===== src/rtl/load_store_unit.sv =====
// Load/store unit: checks the access, runs one bus transaction per accepted request, then extends load data.
// The FSM waits as long as needed for bus_gnt and bus_rvalid. stall holds the pipeline from acceptance through WAIT_R.
module load_store_unit (
  input  logic        clk,
  input  logic        rst_n,
  input  logic        mem_read_enable,
  input  logic        mem_write_enable,
  input  logic [2:0]  funct3,
  input  logic [31:0] addr,
  input  logic [31:0] store_data,
  output logic        stall,
  output logic [31:0] load_data,
  output logic        load_valid,
  output logic        access_error,
  output logic        bus_req,
  output logic        bus_we,
  output logic [31:0] bus_addr,
  output logic [31:0] bus_wdata,
  output logic [3:0]  bus_wstrb,
  input  logic        bus_gnt,
  input  logic        bus_rvalid,
  input  logic [31:0] bus_rdata
);

  typedef enum logic [1:0] {IDLE, REQ, WAIT_R, DONE} state_t;

  state_t      state_q, state_d;
  logic [31:0] addr_q, addr_d;
  logic [31:0] sdata_q, sdata_d;
  logic [2:0]  funct3_q, funct3_d;
  logic        we_q, we_d;
  logic [31:0] load_data_q, load_data_d;
  logic        load_valid_q, load_valid_d;
  logic        access_error_q, access_error_d;

  logic        req_any, width_ok, align_ok, legal_req, bad_req;
  logic [7:0]  rbyte;
  logic [15:0] rhalf;
  logic [31:0] ext_data, wdata;
  logic [3:0]  wstrb;

  always_comb begin
    req_any  = mem_read_enable | mem_write_enable;
    // A simultaneous read and write is treated as a read.
    if (mem_read_enable)
      width_ok = (funct3 != 3'b011) && (funct3 != 3'b110) && (funct3 != 3'b111);
    else
      width_ok = (funct3[2] == 1'b0) && (funct3[1:0] != 2'b11);
    case (funct3[1:0])
      2'b01:   align_ok = ~addr[0];
      2'b10:   align_ok = (addr[1:0] == 2'b00);
      default: align_ok = 1'b1;
    endcase
    legal_req = (state_q == IDLE) && req_any && width_ok && align_ok;
    bad_req   = (state_q == IDLE) && req_any && !(width_ok && align_ok);
  end

  always_comb begin
    case (addr_q[1:0])
      2'd0:    rbyte = bus_rdata[7:0];
      2'd1:    rbyte = bus_rdata[15:8];
      2'd2:    rbyte = bus_rdata[23:16];
      default: rbyte = bus_rdata[31:24];
    endcase
    rhalf = addr_q[1] ? bus_rdata[31:16] : bus_rdata[15:0];
    case (funct3_q[1:0])
      2'b00:   ext_data = {{24{rbyte[7] & ~funct3_q[2]}}, rbyte};
      2'b01:   ext_data = {{16{rhalf[15] & ~funct3_q[2]}}, rhalf};
      default: ext_data = bus_rdata;
    endcase
  end

  always_comb begin
    case (funct3_q[1:0])
      2'b00: begin
        wdata = {4{sdata_q[7:0]}};
        wstrb = 4'b0001 << addr_q[1:0];
      end
      2'b01: begin
        wdata = {2{sdata_q[15:0]}};
        wstrb = 4'b0011 << {addr_q[1], 1'b0};
      end
      default: begin
        wdata = sdata_q;
        wstrb = 4'b1111;
      end
    endcase
  end

  always_comb begin
    state_d        = state_q;
    addr_d         = addr_q;
    sdata_d        = sdata_q;
    funct3_d       = funct3_q;
    we_d           = we_q;
    load_data_d    = load_data_q;
    load_valid_d   = 1'b0;
    access_error_d = 1'b0;
    case (state_q)
      IDLE: begin
        access_error_d = bad_req;
        if (legal_req) begin
          addr_d   = addr;
          sdata_d  = store_data;
          funct3_d = funct3;
          we_d     = ~mem_read_enable;
          state_d  = REQ;
        end
      end
      REQ: if (bus_gnt) state_d = we_q ? DONE : WAIT_R;
      WAIT_R: if (bus_rvalid) begin
        load_data_d  = ext_data;
        load_valid_d = 1'b1;
        state_d      = DONE;
      end
      default: state_d = IDLE;
    endcase
  end

  always_ff @(posedge clk or negedge rst_n) begin
    if (!rst_n) begin
      state_q        <= IDLE;
      addr_q         <= '0;
      sdata_q        <= '0;
      funct3_q       <= '0;
      we_q           <= 1'b0;
      load_data_q    <= '0;
      load_valid_q   <= 1'b0;
      access_error_q <= 1'b0;
    end else begin
      state_q        <= state_d;
      addr_q         <= addr_d;
      sdata_q        <= sdata_d;
      funct3_q       <= funct3_d;
      we_q           <= we_d;
      load_data_q    <= load_data_d;
      load_valid_q   <= load_valid_d;
      access_error_q <= access_error_d;
    end
  end

  // The acceptance term is gated by rst_n so every output reads 0 while in reset.
  assign stall        = (state_q == REQ) || (state_q == WAIT_R) || (legal_req && rst_n);
  assign load_data    = load_data_q;
  assign load_valid   = load_valid_q;
  assign access_error = access_error_q;
  assign bus_req      = (state_q == REQ);
  assign bus_we       = bus_req & we_q;
  assign bus_addr     = bus_req ? {addr_q[31:2], 2'b00} : 32'h0;
  assign bus_wdata    = bus_we ? wdata : 32'h0;
  assign bus_wstrb    = bus_we ? wstrb : 4'h0;

endmodule

===== config.mk =====
export PLATFORM = sky130hd
export DESIGN_NAME = load_store_unit
export DESIGN_NICKNAME = d
export VERILOG_FILES = /design/src/rtl/load_store_unit.sv
export SDC_FILE = /design/constraint.sdc
export NUM_CORES = 1
export LEC_CHECK = 0
export CAP_MARGIN = 25
export CORE_MARGIN = 2
export CORE_UTILIZATION = 41
export CTS_BUF_LIST = sky130_fd_sc_hd__clkbuf_4 sky130_fd_sc_hd__clkbuf_8
export DETAILED_ROUTE_END_ITERATION = 6
export PLACE_DENSITY = 0.82
export SLEW_MARGIN = 20
export SYNTH_ARGS = -nofsm -noshare
export SYNTH_HDL_FRONTEND = slang
export SYNTH_SLANG_ARGS = --single-unit
export TNS_END_PERCENT = 50

===== constraint.sdc =====
create_clock -name clk -period 3.5 [get_ports clk]
set_clock_uncertainty 0.2 [all_clocks]
set_input_delay 1.05 -clock clk [delete_from_list [all_inputs] [get_ports clk]]
set_output_delay 1.05 -clock clk [all_outputs]
set_load 0.02 [all_outputs]

* Yosys cells after proc, flatten, opt, wreduce, memory -nomap -nowiden *
Cells that the tools add are included.

operators by class
  $add $sub $neg = 0
  $mul = 0
  divide/modulo/power cells = 0
  $lt $le $gt $ge = 0
  eq/ne operators = 14
  shift operators = 2
  muxes and demuxes = 18
  bitwise logic cells = 8
  reduce and logical (&&, ||, !) cells = 19

operator list
  cell                                             count
  case mux 32 bit (2 select lines)                 2
  two-way mux 32 bit                               2
  case mux 8 bit (3 select lines)                  1
  two-way mux 16 bit                               1
  logical AND 1 bit                                9
  == test 2 x 1 -> 1 bit, second input constant    4
  zero test 2 bit                                  4
  case mux 4 bit (2 select lines)                  1
  == test 2 bit, second input constant             3
  two-way mux 2 bit                                3
  != test 2 bit, second input constant             3
  != test 3 bit, second input constant             2
  case mux 2 bit (3 select lines)                  1
  two-way mux 1 bit                                5
  two-way mux 4 bit                                1
  NOT 1 bit                                        4
  AND reduction 2 bit                              2
  << shifter 1 x 2 -> 4 bit, first input constant  1
  << shifter 2 x 2 -> 4 bit, first input constant  1
  bitwise AND 1 bit                                3
  != test 3 x 2 -> 1 bit, second input constant    1
  AND reduction 3 bit                              1
  logical OR 1 bit                                 2
  != test 2 x 1 -> 1 bit, second input constant    1
  other kinds (3)                                  3

storage, ports and cells
  bits in registers = 104
  bits in latches = 0
  RAM bits = 0
  memory bits (read-only) = 0
  input bits = 105
  output and inout bits = 105
  memories kept = 0

* Longest topological paths before layout *
  depth in word-level cells = 8
  mapped depth = 9

* Worst setup path before layout *
No wires, ideal clock.

  path kind = in2out
  start point = input port funct3[0]
  end point = output port stall
  data arrival time = 2.663 ns
  data required time = 2.250 ns
  slack = -0.413 ns
  cell stages on the path = 8
  buffers on the path = 2
  cells stage by stage = inv_1 -> ha_1 -> nor3b_2 -> nor3_1 -> or4_1 -> buf_2 -> clkbuf_1 -> o21bai_1

between the ends
  word-level cells in the longest chain between the ends = 8

ends and longest elaborated chain
  what                                                            line  source
  from (decl)                                                     8     input logic [2:0] funct3,
  != test 3 x 2 -> 1 bit / != test 3 bit (equally long branches)  46    width_ok = (funct3 != 3'b011) && (funct3 != 3'b110) && (funct3 != 3'b111);
  logical AND 1 bit (2 in a row)                                  46
  two-way mux 1 bit                                               45    if (mem_read_enable)
  logical AND 1 bit                                               54    legal_req = (state_q == IDLE) && req_any && width_ok && align_ok;
  logical AND 1 bit *                                             54
  logical AND 1 bit *                                             143   assign stall = (state_q == REQ) || (state_q == WAIT_R) || (legal_req && rst_n);
  logical OR 1 bit *                                              143
  to (decl)                                                       11    output logic stall,

Every way passes the cells marked *; elsewhere a longest branch is shown, timed or not.

* Final worst setup path *
Same ends and word-level chain as after synthesis.

==> impl_metrics.ini <==
[critical_path]
critPathMaxFanout = 3
worstPathRequired_ns = 2.25
critical_path.slowest_cell = or4_4
crit_path_end_kind = output pin
timing.rr.start = state_q[1]
cp.depth = 8
arrival_ns = 2.45
cp_slowest_stage_delay_ns = 0.56
critPathLaunch = funct3[0]
critical-path-top-delay-family = simple AND/OR/NAND/NOR gates
worstPathCellList = buf_12 -> inv_12 -> ha_4 -> nor3b_4 -> nor3_2 -> or4_4 -> o21bai_4 -> buf_6
critPathLaunchType = input port
crit_buf_inv = 3
worstSetupPathType = in2out
reg2reg_depth = 7

[place]
hpwl_um = 11800
gp_congestion = 0.874
numPortBuffers = 207
placed_area_mm2 = 0.00762

[timing]
worst_pin_slew_ns = 0.915
rsz0062_at_grt = true
finalCritPeriodShare_pct = 106
min_period_ns = 3.70
slew_headroom_pct = 39.0
finalSetupViolations = 1
max_freq_mhz = 270
setup_ws_ns = -0.197
slew_viol_final = 0
hold_viol_final = 0

[logic_synthesis]
synth_edf_count = 0
yosysTopAreaCell = dfrtp_1
ys_ff_latch = 104
synthFlopType = dfrtp_1
synthCells = 520
yosysMostFrequentCell = dfrtp_1
async_flop_share_pct = 100
synth_area_per_cell_um2 = 10.1
synth_top_area_share_pct = 49.3
ys_top_cells_by_count = dfrtp_1, mux2_2, nand2_1, o21ai_0, a21oi_1
synth_seq_area_share_pct = 49.3
synth_cell_types = 31
synth_area_mm2 = 0.00528
yosysWarnings = 0
synthTopCellsByArea = dfrtp_1, mux2_2, o21ai_0

[cts]
clock_latency_ns = 0.38
ctsHoldBuffers = 0
cts_root_buf = clkbuf_8
clkTransAtPathRegs_ns = 0.10
cts_buffers = 9
clock_sinks = 104
cts_tree = built
h-tree-depth = 3
clockBufferDepth = 2

[layout]
area_growth_pct = 50.2
post-route-util_pct = 63.1
drive_gt1_share_pct = 17.6
multiInputGateArea_mm2 = 0.00248
final_cell_area_mm2 = 0.00793
n_antenna_cell = 0
nFillCells = 1037
nets = 834
regArea_mm2 = 0.00260

[hold_path]
hp-start = load_data[14]
hold_class = reg2reg
hold_depth = 2

[pwr]
power_density_mw_per_mm2 = 824
total_power_uw = 6530
ir_drop_mv = 0.410
power_leakage_uw = 0.00367

[detailed_routing]
via_per_inst = 5.33
drt_iter0_markers = 424
num_vias = 4792
drtAntennaViolNets = 0
dr.pass1.iters = 6
wl_per_cell_um = 17.9
drcViolationCount = 0
wirelength_um = 16100

[floorplan]
coreArea_mm2 = 0.0126
start_util_pct = 42.0
placementRows = 41
die_x_um = 117
io_pins = 210
die_y_um = 117
die_area_mm2 = 0.0138

[global_routing]
grt_pass1_wl_um = 25800
grt_pass1_vias = 5048
grt_use_total_pct = 23.3
antenna_found_initial = 0
grt_max_degree = 73
grt_overflow = 0

[run_status]
status = finished with violations
violations = setup timing

[job]
cap_violations = 0
==> final cells by class <==
class / instances / area share [%]
multi-input combinational: 356 / 31.3
clock inverter: 4 / 0.647
timing repair buffer: 233 / 29.4
tap: 172 / 2.71
sequential: 104 / 32.8
inverter: 18 / 1.01
clock buffer: 12 / 2.00
==> power by group <==
part           internal [uW]  switching [uW]
logic                   1740            1770
clock network            380             429
registers               1790             433
total                   3910            2630
==> stage by stage <==
stage / instances / hold WS [ns] / setup slack (ns) / setup TNS [ns]
finish: 899 / 0.295 / -0.197 / -0.197
global route: 899 / 0.303 / -0.244 / -0.253
CTS: 898 / 0.291 / -0.213 / -0.213
detailed placement: 880 / 0.270 / -1.26 / -31.22
global placement: 880 / 0.264 / -1.23 / -27.54
floorplan: 521 / 0.271 / -0.158 / -0.158
==> layer usage <==
metal / global-route usage, % / vias up / part of all wire (%)
met1: 28.7 / 2308 / 40
met3: 6.15 / 30 / 8.2
met5: 0 / - / 0
met2: 39.8 / 238 / 49
met4: 8.28 / 0 / 2.3
li1: - / 2216 / -
==> worst register-to-register path, cell delays in order (launching register included) <==
cell,delay (ns)
dfrtp_1,0.39
inv_1,0.09
ha_1,0.20
o21ai_1,0.11
or4_4,0.51
buf_4,0.41
a222oi_1,0.48
mux2_2,0.40
==> flip-flops by register name, summed over array words and instances, names as in the netlist <==
name          count
addr_q           32
funct3_q          3
we_q              1
load_data        32
load_valid        1
access_error      1
sdata_q          32
state_q           2
==> placed cells by master (no fill, tap or decap), types with 17 or more instances in the layout <==
cell type        instances
clkdlybuf4s50_1        181
dfrtp_1                103
mux2_2                  68
nand2_1                 53
o21ai_0                 51
a21oi_1                 38
and2_1                  32
nor2_1                  29
buf_4                   24
dlymetal6s2s_1          18
mux2i_1                 17
==> worst paths after layout <==
check	endpoint	slack (ns)
worst min-delay path	load_data[14]	0.29
worst min register to register	load_data[14]	0.29
worst max register to register	state_q[1]	0.62
worst max-delay path	stall	-0.20
max in group asynchronous	funct3_q[1]	1.30
min in group asynchronous	addr_q[6]	0.54
==> kinds of logic (layout without fill, tap and decap cells) <==
kind of cell | Yosys count | count (layout) | synth area share, %
adder cells (fa/ha/maj) | 7 | 7 | 1.66
AO/OA/AOI/OAI | 126 | 126 | 14.2
buffers and inverters | 61 | 267 | 4.50
flip-flops | 104 | 104 | 49.3
multiplexers | 86 | 86 | 18.2
AND/OR/NAND/NOR | 135 | 135 | 12.1
other | 1 | 2 | 0.0711
==> repair_timing <==
item / CTS / global route
endpoints found under the setup margin: 32 / 27
resized for setup: 29 / 28
buffers inserted: 3 / 2
pin swaps: 4 / 5
endpoints found under the hold margin: 0 / 0
No activity file was read; power rests on OpenSTA's default activity.
